===== src/rtl/snake_game_ctrl_if.sv =====
// Bundle of game-control signals between the edge-detect stage and the game-control FSM.
//   Inputs to the FSM  : goodColl, badColl, button, direction[3:0]  (one-cycle pulses)
//   Outputs of the FSM : state[2:0], dir[3:0], length, score, move_tick, playing
// modport master : the producer side (drives pulses, observes game status)
// modport slave  : the game-control FSM
interface snake_game_ctrl_if #(
  parameter int unsigned LEN_W = 8
) ();
  logic             goodColl;
  logic             badColl;
  logic             button;
  logic [3:0]       direction;
  logic [2:0]       state;
  logic [3:0]       dir;
  logic [LEN_W-1:0] length;
  logic [LEN_W-1:0] score;
  logic             move_tick;
  logic             playing;

  modport master (
    output goodColl, badColl, button, direction,
    input  state, dir, length, score, move_tick, playing
  );

  modport slave (
    input  goodColl, badColl, button, direction,
    output state, dir, length, score, move_tick, playing
  );
endinterface


===== src/rtl/snake_game_ctrl.sv =====
// Game-control FSM for the snake game.
// Consumes one-cycle pulses (food eaten, collision, button, one-hot direction), tracks the game
// state (IDLE/RUN/PAUSE/WIN/LOSE), the applied heading with reversal protection, the snake
// length and score, and produces the periodic move tick for the snake-body logic.
//
// Ports:
//   clk  : system clock, rising edge
//   nRst : asynchronous active-low reset
//   bus  : snake_game_ctrl_if.slave
//            in  goodColl, badColl, button, direction[3:0] ([3]=up [2]=down [1]=left [0]=right)
//            out state[2:0], dir[3:0], length, score, move_tick, playing (all registered)
//
// Optional feature macro SNAKE_SPEEDUP_EN: when defined, adds TICK_STEP / TICK_MIN and shortens
// the move-tick period on every food eaten, clamped at TICK_MIN.
module snake_game_ctrl #(
  parameter int unsigned START_LEN   = 2,
  parameter int unsigned MAX_LEN     = 50,
  parameter int unsigned LEN_W       = 8,
  parameter int unsigned TICK_CYCLES = 25_000_000,
  parameter int unsigned TICK_W      = 25
`ifdef SNAKE_SPEEDUP_EN
  ,
  parameter int unsigned TICK_STEP   = 1_000_000,
  parameter int unsigned TICK_MIN    = 5_000_000
`endif
) (
  input logic               clk,
  input logic               nRst,
  snake_game_ctrl_if.slave  bus
);

  typedef enum logic [2:0] {
    StIdle  = 3'd0,
    StRun   = 3'd1,
    StPause = 3'd2,
    StWin   = 3'd3,
    StLose  = 3'd4
  } state_e;

  localparam logic [3:0]        DirRight  = 4'b0001;
  localparam logic [LEN_W-1:0]  LenStart  = LEN_W'(START_LEN);
  localparam logic [LEN_W-1:0]  LenMax    = LEN_W'(MAX_LEN);
  localparam logic [TICK_W-1:0] TickLast  = TICK_W'(TICK_CYCLES - 1);

  state_e            state_q, state_d;
  logic [3:0]        dir_q, dir_d;
  logic [3:0]        pend_q, pend_d;
  logic [LEN_W-1:0]  len_q, len_d;
  logic [LEN_W-1:0]  score_q, score_d;
  logic [TICK_W-1:0] cnt_q, cnt_d;
  logic              tick_q, tick_d;
  logic              playing_q, playing_d;

  logic [TICK_W-1:0] period_last;
  logic [LEN_W-1:0]  len_inc;
  logic [LEN_W-1:0]  score_inc;
  logic [3:0]        dir_opp;
  logic              dir_onehot;
  logic              dir_accept;
  logic              advance;

`ifdef SNAKE_SPEEDUP_EN
  localparam logic [TICK_W-1:0] TickStart = TICK_W'(TICK_CYCLES);
  localparam logic [TICK_W-1:0] TickMinW  = TICK_W'(TICK_MIN);
  localparam logic [TICK_W-1:0] TickStepW = TICK_W'(TICK_STEP);

  logic [TICK_W-1:0] period_q, period_d;
  logic [TICK_W-1:0] period_dec;

  assign period_last = period_q - TICK_W'(1);
  // Shorten by one step unless that would drop below the floor.
  assign period_dec  = (period_q >= TickMinW && (period_q - TickMinW) >= TickStepW) ?
                       (period_q - TickStepW) : TickMinW;
`else
  assign period_last = TickLast;
`endif

  assign len_inc   = (len_q < LenMax) ? (len_q + LEN_W'(1)) : len_q;
  assign score_inc = (score_q < LenMax) ? (score_q + LEN_W'(1)) : score_q;

  // Reversal is judged against the heading actually applied, not the pending one.
  assign dir_opp    = {dir_q[2], dir_q[3], dir_q[0], dir_q[1]};
  assign dir_onehot = (bus.direction != 4'd0) &&
                      ((bus.direction & (bus.direction - 4'd1)) == 4'd0);
  assign dir_accept = dir_onehot && (bus.direction != dir_opp);

  always_comb begin
    state_d  = state_q;
    dir_d    = dir_q;
    pend_d   = pend_q;
    len_d    = len_q;
    score_d  = score_q;
    cnt_d    = cnt_q;
    tick_d   = 1'b0;
    advance  = 1'b0;
`ifdef SNAKE_SPEEDUP_EN
    period_d = period_q;
`endif

    case (state_q)
      StIdle: begin
        if (bus.button) begin
          state_d  = StRun;
          len_d    = LenStart;
          score_d  = '0;
          dir_d    = DirRight;
          pend_d   = DirRight;
          cnt_d    = '0;
`ifdef SNAKE_SPEEDUP_EN
          period_d = TickStart;
`endif
        end
      end

      StRun: begin
        if (dir_accept) begin
          pend_d = bus.direction;
        end
        if (bus.badColl) begin
          state_d = StLose;
          cnt_d   = '0;
        end else if (bus.goodColl) begin
          len_d   = len_inc;
          score_d = score_inc;
`ifdef SNAKE_SPEEDUP_EN
          period_d = period_dec;
`endif
          if (len_inc == LenMax) begin
            state_d = StWin;
            cnt_d   = '0;
          end else begin
            advance = 1'b1;
          end
        end else if (bus.button) begin
          // Counter holds so the tick phase resumes where it left off.
          state_d = StPause;
        end else begin
          advance = 1'b1;
        end

        // >= rather than == so a shortened period can never be overrun.
        if (advance) begin
          if (cnt_q >= period_last) begin
            cnt_d  = '0;
            tick_d = 1'b1;
            dir_d  = pend_q;
          end else begin
            cnt_d = cnt_q + TICK_W'(1);
          end
        end
      end

      StPause: begin
        if (bus.button) begin
          state_d = StRun;
        end
      end

      StWin, StLose: begin
        cnt_d = '0;
        if (bus.button) begin
          state_d = StIdle;
        end
      end

      default: begin
        state_d = StIdle;
        cnt_d   = '0;
      end
    endcase

    playing_d = (state_d == StRun);
  end

  always_ff @(posedge clk or negedge nRst) begin
    if (!nRst) begin
      state_q   <= StIdle;
      dir_q     <= DirRight;
      pend_q    <= DirRight;
      len_q     <= '0;
      score_q   <= '0;
      cnt_q     <= '0;
      tick_q    <= 1'b0;
      playing_q <= 1'b0;
    end else begin
      state_q   <= state_d;
      dir_q     <= dir_d;
      pend_q    <= pend_d;
      len_q     <= len_d;
      score_q   <= score_d;
      cnt_q     <= cnt_d;
      tick_q    <= tick_d;
      playing_q <= playing_d;
    end
  end

`ifdef SNAKE_SPEEDUP_EN
  always_ff @(posedge clk or negedge nRst) begin
    if (!nRst) begin
      period_q <= TickStart;
    end else begin
      period_q <= period_d;
    end
  end
`endif

  assign bus.state     = state_q;
  assign bus.dir       = dir_q;
  assign bus.length    = len_q;
  assign bus.score     = score_q;
  assign bus.move_tick = tick_q;
  assign bus.playing   = playing_q;

endmodule


===== src/flat_wrapper.sv =====
// flat-port wrapper written by rule: the top's interface ports become plain ports
module snake_game_ctrl_flat 
#(
  parameter int unsigned START_LEN   = 2,
  parameter int unsigned MAX_LEN     = 50,
  parameter int unsigned LEN_W       = 8,
  parameter int unsigned TICK_CYCLES = 25_000_000,
  parameter int unsigned TICK_W      = 25

)
  (clk, nRst, bus_goodColl, bus_badColl, bus_button, bus_direction, bus_state, bus_dir, bus_length, bus_score, bus_move_tick, bus_playing);
  snake_game_ctrl_if #(.LEN_W(LEN_W)) bus_i ();
  input logic clk;
  input logic nRst;
  input wire logic [$bits(bus_i.goodColl)-1:0] bus_goodColl;
  input wire logic [$bits(bus_i.badColl)-1:0] bus_badColl;
  input wire logic [$bits(bus_i.button)-1:0] bus_button;
  input wire logic [$bits(bus_i.direction)-1:0] bus_direction;
  output wire logic [$bits(bus_i.state)-1:0] bus_state;
  output wire logic [$bits(bus_i.dir)-1:0] bus_dir;
  output wire logic [$bits(bus_i.length)-1:0] bus_length;
  output wire logic [$bits(bus_i.score)-1:0] bus_score;
  output wire logic [$bits(bus_i.move_tick)-1:0] bus_move_tick;
  output wire logic [$bits(bus_i.playing)-1:0] bus_playing;
  assign bus_i.goodColl = bus_goodColl;
  assign bus_i.badColl = bus_badColl;
  assign bus_i.button = bus_button;
  assign bus_i.direction = bus_direction;
  assign bus_state = bus_i.state;
  assign bus_dir = bus_i.dir;
  assign bus_length = bus_i.length;
  assign bus_score = bus_i.score;
  assign bus_move_tick = bus_i.move_tick;
  assign bus_playing = bus_i.playing;
  snake_game_ctrl #(.START_LEN(START_LEN), .MAX_LEN(MAX_LEN), .LEN_W(LEN_W), .TICK_CYCLES(TICK_CYCLES), .TICK_W(TICK_W)) u_core (.clk(clk), .nRst(nRst), .bus(bus_i));
endmodule

===== config.mk =====
export PLATFORM = sky130hd
export DESIGN_NAME = snake_game_ctrl_flat
export DESIGN_NICKNAME = d
export VERILOG_FILES = /design/src/rtl/snake_game_ctrl_if.sv /design/src/rtl/snake_game_ctrl.sv /design/src/flat_wrapper.sv
export SDC_FILE = /design/constraint.sdc
export NUM_CORES = 1
export LEC_CHECK = 0
export ABC_AREA = 1
export BUFFER_PORTS_ARGS = -buffer_cell sky130_fd_sc_hd__buf_4
export CAP_MARGIN = 20
export CORE_UTILIZATION = 49
export DETAILED_ROUTE_END_ITERATION = 7
export PLACE_DENSITY = 0.71
export SYNTH_ARGS = -nofsm -noshare
export SYNTH_HDL_FRONTEND = slang
export SYNTH_SLANG_ARGS = --single-unit

===== constraint.sdc =====
create_clock -name clk -period 1.56 [get_ports clk]
set_input_delay 0.312 -clock clk [delete_from_list [all_inputs] [get_ports clk]]
set_output_delay 0.312 -clock clk [all_outputs]
set_load 0.03 [all_outputs]

---- Word-level counts from Yosys, hierarchy flattened ----
Cells that the tools add are included.
Widths: inputs -> output; s select.
operators by class
  add/subtract/negate cells ............... 4
  $mul .................................... 0
  div/mod/pow operators ................... 0
  $lt $le $gt $ge ......................... 3
  equality and inequality tests ........... 16
  shifts and indexed selects .............. 0
  mux-type cells .......................... 38
  bitwise operators ....................... 2
  reduce and logical (&&, ||, !) cells .... 13
operators with widths
  cell                   count
  $mux 25                6
  $pmux 25 s3            1
  $mux 8                 8
  $pmux 8 s2             2
  $add 25x1->25 const B  1
  $ge 25x25->1 const B   1
  $mux 3                 6
  $add 8x1->8 const B    2
  $lt 8x6->1 const B     2
  $mux 4                 4
  $pmux 4 s2             2
  $reduce_and 4->1       3
  $pmux 3 s3             1
  $eq 8x6->1 const B     1
  $mux 1                 8
  $ne 2x1->1 const B     4
  $eq 3x1->1 const B     2
  $eq 3x2->1 const B     2
  $ne 2x2->1 const B     3
  $reduce_and 5->1       1
  $and 4x4->4            1
  $logic_not 4->1        1
  $ne 4x2->1 const B     1
  $ne 4x3->1 const B     1
  10 further kinds       12
storage, ports and cells
  register bits after elaboration ......... 54
  latch bits .............................. 0
  bits in writable memories ............... 0
  ROM bits ................................ 0
  output and inout port bits .............. 25
  word-level logic and storage cells ...... 84
  memories ................................ 0

---- Longest topological paths before layout ----
  word-level depth ........................ 9
  mapped depth ............................ 14
  depth with buffers taken out ............ 14

---- Least setup slack after synthesis ----
No wires, ideal clock.
  kind .................................... register -> register
  start ................................... reg u_core.len_q[1] (netlist: u_core.bus.length[1])
  end ..................................... reg u_core.cnt_q[11]
  setup time .............................. 124 ps
  arrival time ............................ 1754 ps
  data required time ...................... 1436 ps
  slack ................................... -318 ps
  stages on the path, launching flop included .. 12
  buffers on the path ..................... 1
  clock period less this slack ............ 1878 ps
  path through ............................ dfrtp_1 ha_1 nand3_1 nand2_1 nand2_1 nand3_1 nand3_1 nor2_1 nand3_4 nand4_4 buf_8 o21ai_2
between the ends
  word-level cells in the longest chain between the ends .. 9
  elaborated cells on any way between the ends .. 13
  those cells by class .................... 1 x add/sub; 1 x order compare; 3 x eq/ne; 7 x mux; 1 x reduce/logical
RTL lines
  what                                                                     line                    RTL
  from (decl)                                                              snake_game_ctrl.sv:48   logic [LEN_W-1:0] len_q, len_d;
  from (signal assigned)                                                   snake_game_ctrl.sv:189  len_q <= len_d;
  $add 8x1->8 / $lt 8x6->1 (equally long branches)                         snake_game_ctrl.sv:78   assign len_inc = (len_q < LenMax) ? (len_q + LEN_W'(1)) : len_q;
  $mux 8 (*)                                                               snake_game_ctrl.sv:78
  $eq 8x6->1 (*)                                                           snake_game_ctrl.sv:128  if (len_inc == LenMax) begin
  $mux 1                                                                   snake_game_ctrl.sv:128
  $mux 1                                                                   snake_game_ctrl.sv:122  end else if (bus.goodColl) begin
  $mux 1                                                                   snake_game_ctrl.sv:119  if (bus.badColl) begin
  $mux 1                                                                   snake_game_ctrl.sv:100  case (state_q)
  $ne 4x2->1 (no source line), or another cell as far along                n/a
  $reduce_and 4->1 (no source line) / $pmux 25 s3 (equally long branches)  n/a
  to (signal assigned)                                                     snake_game_ctrl.sv:191  cnt_q <= cnt_d;
  to (decl)                                                                snake_game_ctrl.sv:50   logic [TICK_W-1:0] cnt_q, cnt_d;
Every way passes the cells marked *; elsewhere a longest branch is shown, timed or not. The select of a mux whose other input is x is not followed.
A chain may end at the register's enable or synchronous reset.

---- Final worst setup path ----
  start ................................... reg u_core.cnt_q[7]
  end ..................................... reg u_core.cnt_q[2]
between the ends
  word-level cells in the longest chain between the ends .. 4
RTL lines
  what          line                    RTL
  $ge 25x25->1  snake_game_ctrl.sv:143  if (cnt_q >= period_last) begin
  $mux 25       snake_game_ctrl.sv:143
  $mux 25       snake_game_ctrl.sv:142  if (advance) begin
  $pmux 25 s3   snake_game_ctrl.sv:100
No other way between the ends.

==> impl_metrics.tcl <==
set metrics [dict create \
    netlist_instances 483 \
    cap_violations 0 \
    grt_usage_pct 27.1 \
    clock_path_buffers 2 \
    place_inst 690 \
    die_w_um 86.6 \
    crit_top_cell "nand2_1" \
    syn_to_final_growth_pct 48.1 \
    drive_gt1_share_pct 42.3 \
    num_io_pins 34 \
    portBuffers 33 \
    clock_sinks 54 \
    min-delay-start "bus_direction[3]" \
    max_stage_delay_ns 0.40 \
    slew_violations 0 \
    dp_slack_ns -0.311 \
    finalCriticalPeriod_ns 1.83 \
    grt_remaining_overflow 0 \
    synth_edf_count 0 \
    ir_drop_mv 1.34 \
    antenna_cells 0 \
    yosys.area_share.adder_pct 1.07 \
    grt_pass1_vias 3503 \
    clk_latency_ns 0.31 \
    outcome "complete, but fails checks" \
    cts_tree "done" \
    worstPathRequired_ns 1.76 \
    arrival_ns 2.03 \
    drt_iter0_drc 239 \
    regArea_mm2 0.00137 \
    multi_input_area_mm2 0.00208 \
    synth_nets 495 \
    cp.buffers_inverters 3 \
    path_max_fanout 6 \
    cpMaxStageDelayCell "dfrtp_1" \
    slew_headroom_pct 77.2 \
    drt-pass1-iter-count 5 \
    synth-simple-area-share_pct 37.2 \
    drt-total-wl_mm 10.9 \
    start_util_pct 51.0 \
    holdCritPathClass "in -> reg" \
    worst_slew_pin_slew_ns 0.341 \
    avgSynthCellArea_um2 7.26 \
    dieArea_mm2 0.00749 \
    hpwl_mm 6.86 \
    synth-xor-area-share_pct 2.75 \
    fin_crit_sh_pct 117 \
    fillers 511 \
    synthArstFlopShare_pct 100 \
    rsz0062_at_grt "yes" \
    grt_max_degree 34 \
    synthFlopType "dfrtp_1" \
    crit_type "reg -> reg" \
    violations "setup timing" \
    startpoint "u_core.cnt_q[7]" \
    via_per_inst 5.31 \
    hold_violations 0 \
    p_per_area_mw_per_mm2 1330 \
    post-route-drc-count 0 \
    synth.mux.area_fraction_pct 0 \
    finish.utilization_pct 75.5 \
    leakage_uw 0.00254 \
    layout.nets 645 \
    wl_per_cell_um 15.0 \
    seq_area_frac_synth_pct 38.6 \
    rows 30 \
    stdcell_count 730 \
    max_freq_mhz 547 \
    cts-root-buf "clkbuf_8" \
    gp_congestion 0.954 \
    vias 3878 \
    clk_pin_slew_ns 0.11 \
    cts_max_level 2 \
    grt_pass1_wl_mm 16.0 \
    fin_ws_ns -0.268 \
    synth-compound-area-share_pct 10.6 \
    core_mm2 0.00687 \
    die_h_um 86.6 \
    cts_buffers 5 \
    start_kind "register" \
    finalSetupViolCount 35 \
    synth_cell_type_count 46 \
    p_total_uw 6890 \
    synth_top_family_by_area "simple AND/OR/NAND/NOR gates" \
    cp-end-kind "register" \
    ys_warn_count 0 \
    antenna_found_initial 0 \
    drtAntennaViolNets 0 \
    ys_ff_latch 54 \
    skew_ns 0.00835 \
    path_delay_family "simple AND/OR/NAND/NOR gates" \
    syn-cell-area_mm2 0.00350 \
    path_cells "inv_1 > nand2_1 > nor3_1 > nand3_1 > nand2_1 > nand2_1 > nand3_2 > buf_4 > nor3_4 > buf_6 > nand3_1 > o21ai_0" \
    reg2reg_from "u_core.cnt_q[7]" \
]
-- timing repair --
| item | CTS | global route |
|---|---|---|
| hold buffers | 1 | 0 |
| buffers inserted | 14 | 15 |
| cloned | 1 | 1 |
| gates resized for setup | 23 | 54 |
| endpoints found under the hold margin | 21 | 0 |
| pin swaps | 10 | 24 |
| endpoints found under the setup margin | 35 | 46 |
-- cell usage after synthesis (2+ instances only) --
cell type | number | area share (%)
a21boi_0 | 2 | 0.43
a21oi_1 | 7 | 1.0
buf_2 | 2 | 0.29
buf_4 | 2 | 0.43
buf_6 | 2 | 0.64
dfrtp_1 | 52 | 37
dfstp_2 | 2 | 1.5
ha_1 | 3 | 1.1
inv_1 | 62 | 6.6
inv_2 | 6 | 0.64
nand2_1 | 126 | 13
nand2_2 | 6 | 1.1
nand3_1 | 53 | 7.6
nand3b_1 | 3 | 0.64
nand4_1 | 8 | 1.4
nor2_1 | 41 | 4.4
nor2_2 | 6 | 1.1
nor2_4 | 4 | 1.3
nor3_1 | 14 | 2.0
nor3_2 | 3 | 0.86
o211ai_1 | 2 | 0.43
o21ai_0 | 25 | 3.6
o21ai_1 | 2 | 0.29
o21ai_2 | 10 | 2.5
o22ai_1 | 8 | 1.4
or2_2 | 3 | 0.54
xnor2_1 | 5 | 1.2
xor2_1 | 6 | 1.5
-- path summary, 6_finish.rpt --
kind | slack, ns | to | cells after the start
min in group asynchronous | 0.44 | u_core.bus.score[1] | 2
max in group asynchronous | 0.57 | u_core.bus.dir[0] | 3
worst max-delay path | -0.27 | u_core.cnt_q[2] | 12
worst max register to register | -0.27 | u_core.cnt_q[2] | 12
worst min register to register | 0.52 | u_core.pend_q[0] | 2
worst min-delay path | 0.29 | u_core.pend_q[3] | 3
-- power breakdown --
group | switching (uW) | internal (uW) | total (uW)
Combinational | 2270 | 1770 | 4040
Clock | 493 | 480 | 974
Sequential | 212 | 1670 | 1880
Total | 2980 | 3910 | 6890
-- layout make-up --
class                   count  share of cell area, %
flip-flops and latches     54                   26.3
repair buffers            151                   23.7
inverters                  71                   5.50
clock buffers               6                   1.40
multi-input cells         350                   40.0
clock inverters             2                  0.723
well taps                  96                   2.31
-- registers in the layout, indices dropped and copies added (netlist names) --
register              cells
u_core.cnt_q             25
u_core.bus.length         8
u_core.bus.score          8
u_core.bus.dir            4
u_core.pend_q             4
u_core.bus.state          3
u_core.bus.move_tick      1
u_core.bus.playing        1
-- tightest hold or removal path: stages --
cell and delay (ns):
buf_4 0.11, nand3_1 0.07, o21ai_0 0.08
-- layer usage --
| metal | up-vias | track usage (%) | part of all wire [%] | wire length, um |
|---|---|---|---|---|
| li1 | 1867 | - | - | - |
| met1 | 1853 | 35.7 | 43 | 4720 |
| met2 | 134 | 46.9 | 50 | 5510 |
| met3 | 24 | 3.81 | 4.7 | 518 |
| met4 | 0 | 7.58 | 1.9 | 203 |
| met5 | - | 0 | 0 | 0 |
-- cells in the final DEF, fill, tap and decap left out, types with 3 or more instances in the layout --
master,count
o21ai_2,12
dfrtp_2,10
nand3b_1,3
nor2_2,10
nand2_1,110
nand2_2,18
buf_12,6
dfrtp_1,42
o22ai_1,5
or2_2,3
nand2_4,5
inv_1,56
xnor2_1,5
nand3_1,46
nand3_2,7
inv_2,10
clkbuf_8,5
nand4_1,8
a21oi_1,6
o21ai_0,14
xor2_1,6
buf_6,6
nor3_4,3
o22ai_2,3
buf_4,137
nor3_2,3
nor3_1,11
nor2_1,31
nor2_4,10
o21ai_1,11
-- cell families after synthesis --
logic type,after synthesis
simple gates,275
buf+inv,80
compound gates,60
flops,54
xor+xnor,11
fa+ha+maj,3
-- stage by stage --
stage	instance area, um2	setup TNS [ns]	hold WS (ns)
5_1_grt	5190	-11.54	0.324
4_1_cts	4880	-5.73	0.281
6_report	5190	-7.26	0.286
3_3_place_gp	4530	-4.97	0.225
2_1_floorplan	3570	-2.95	0.0164
3_5_place_dp	4530	-6.69	0.227
Note: power is estimated with default switching activity, not from simulation.
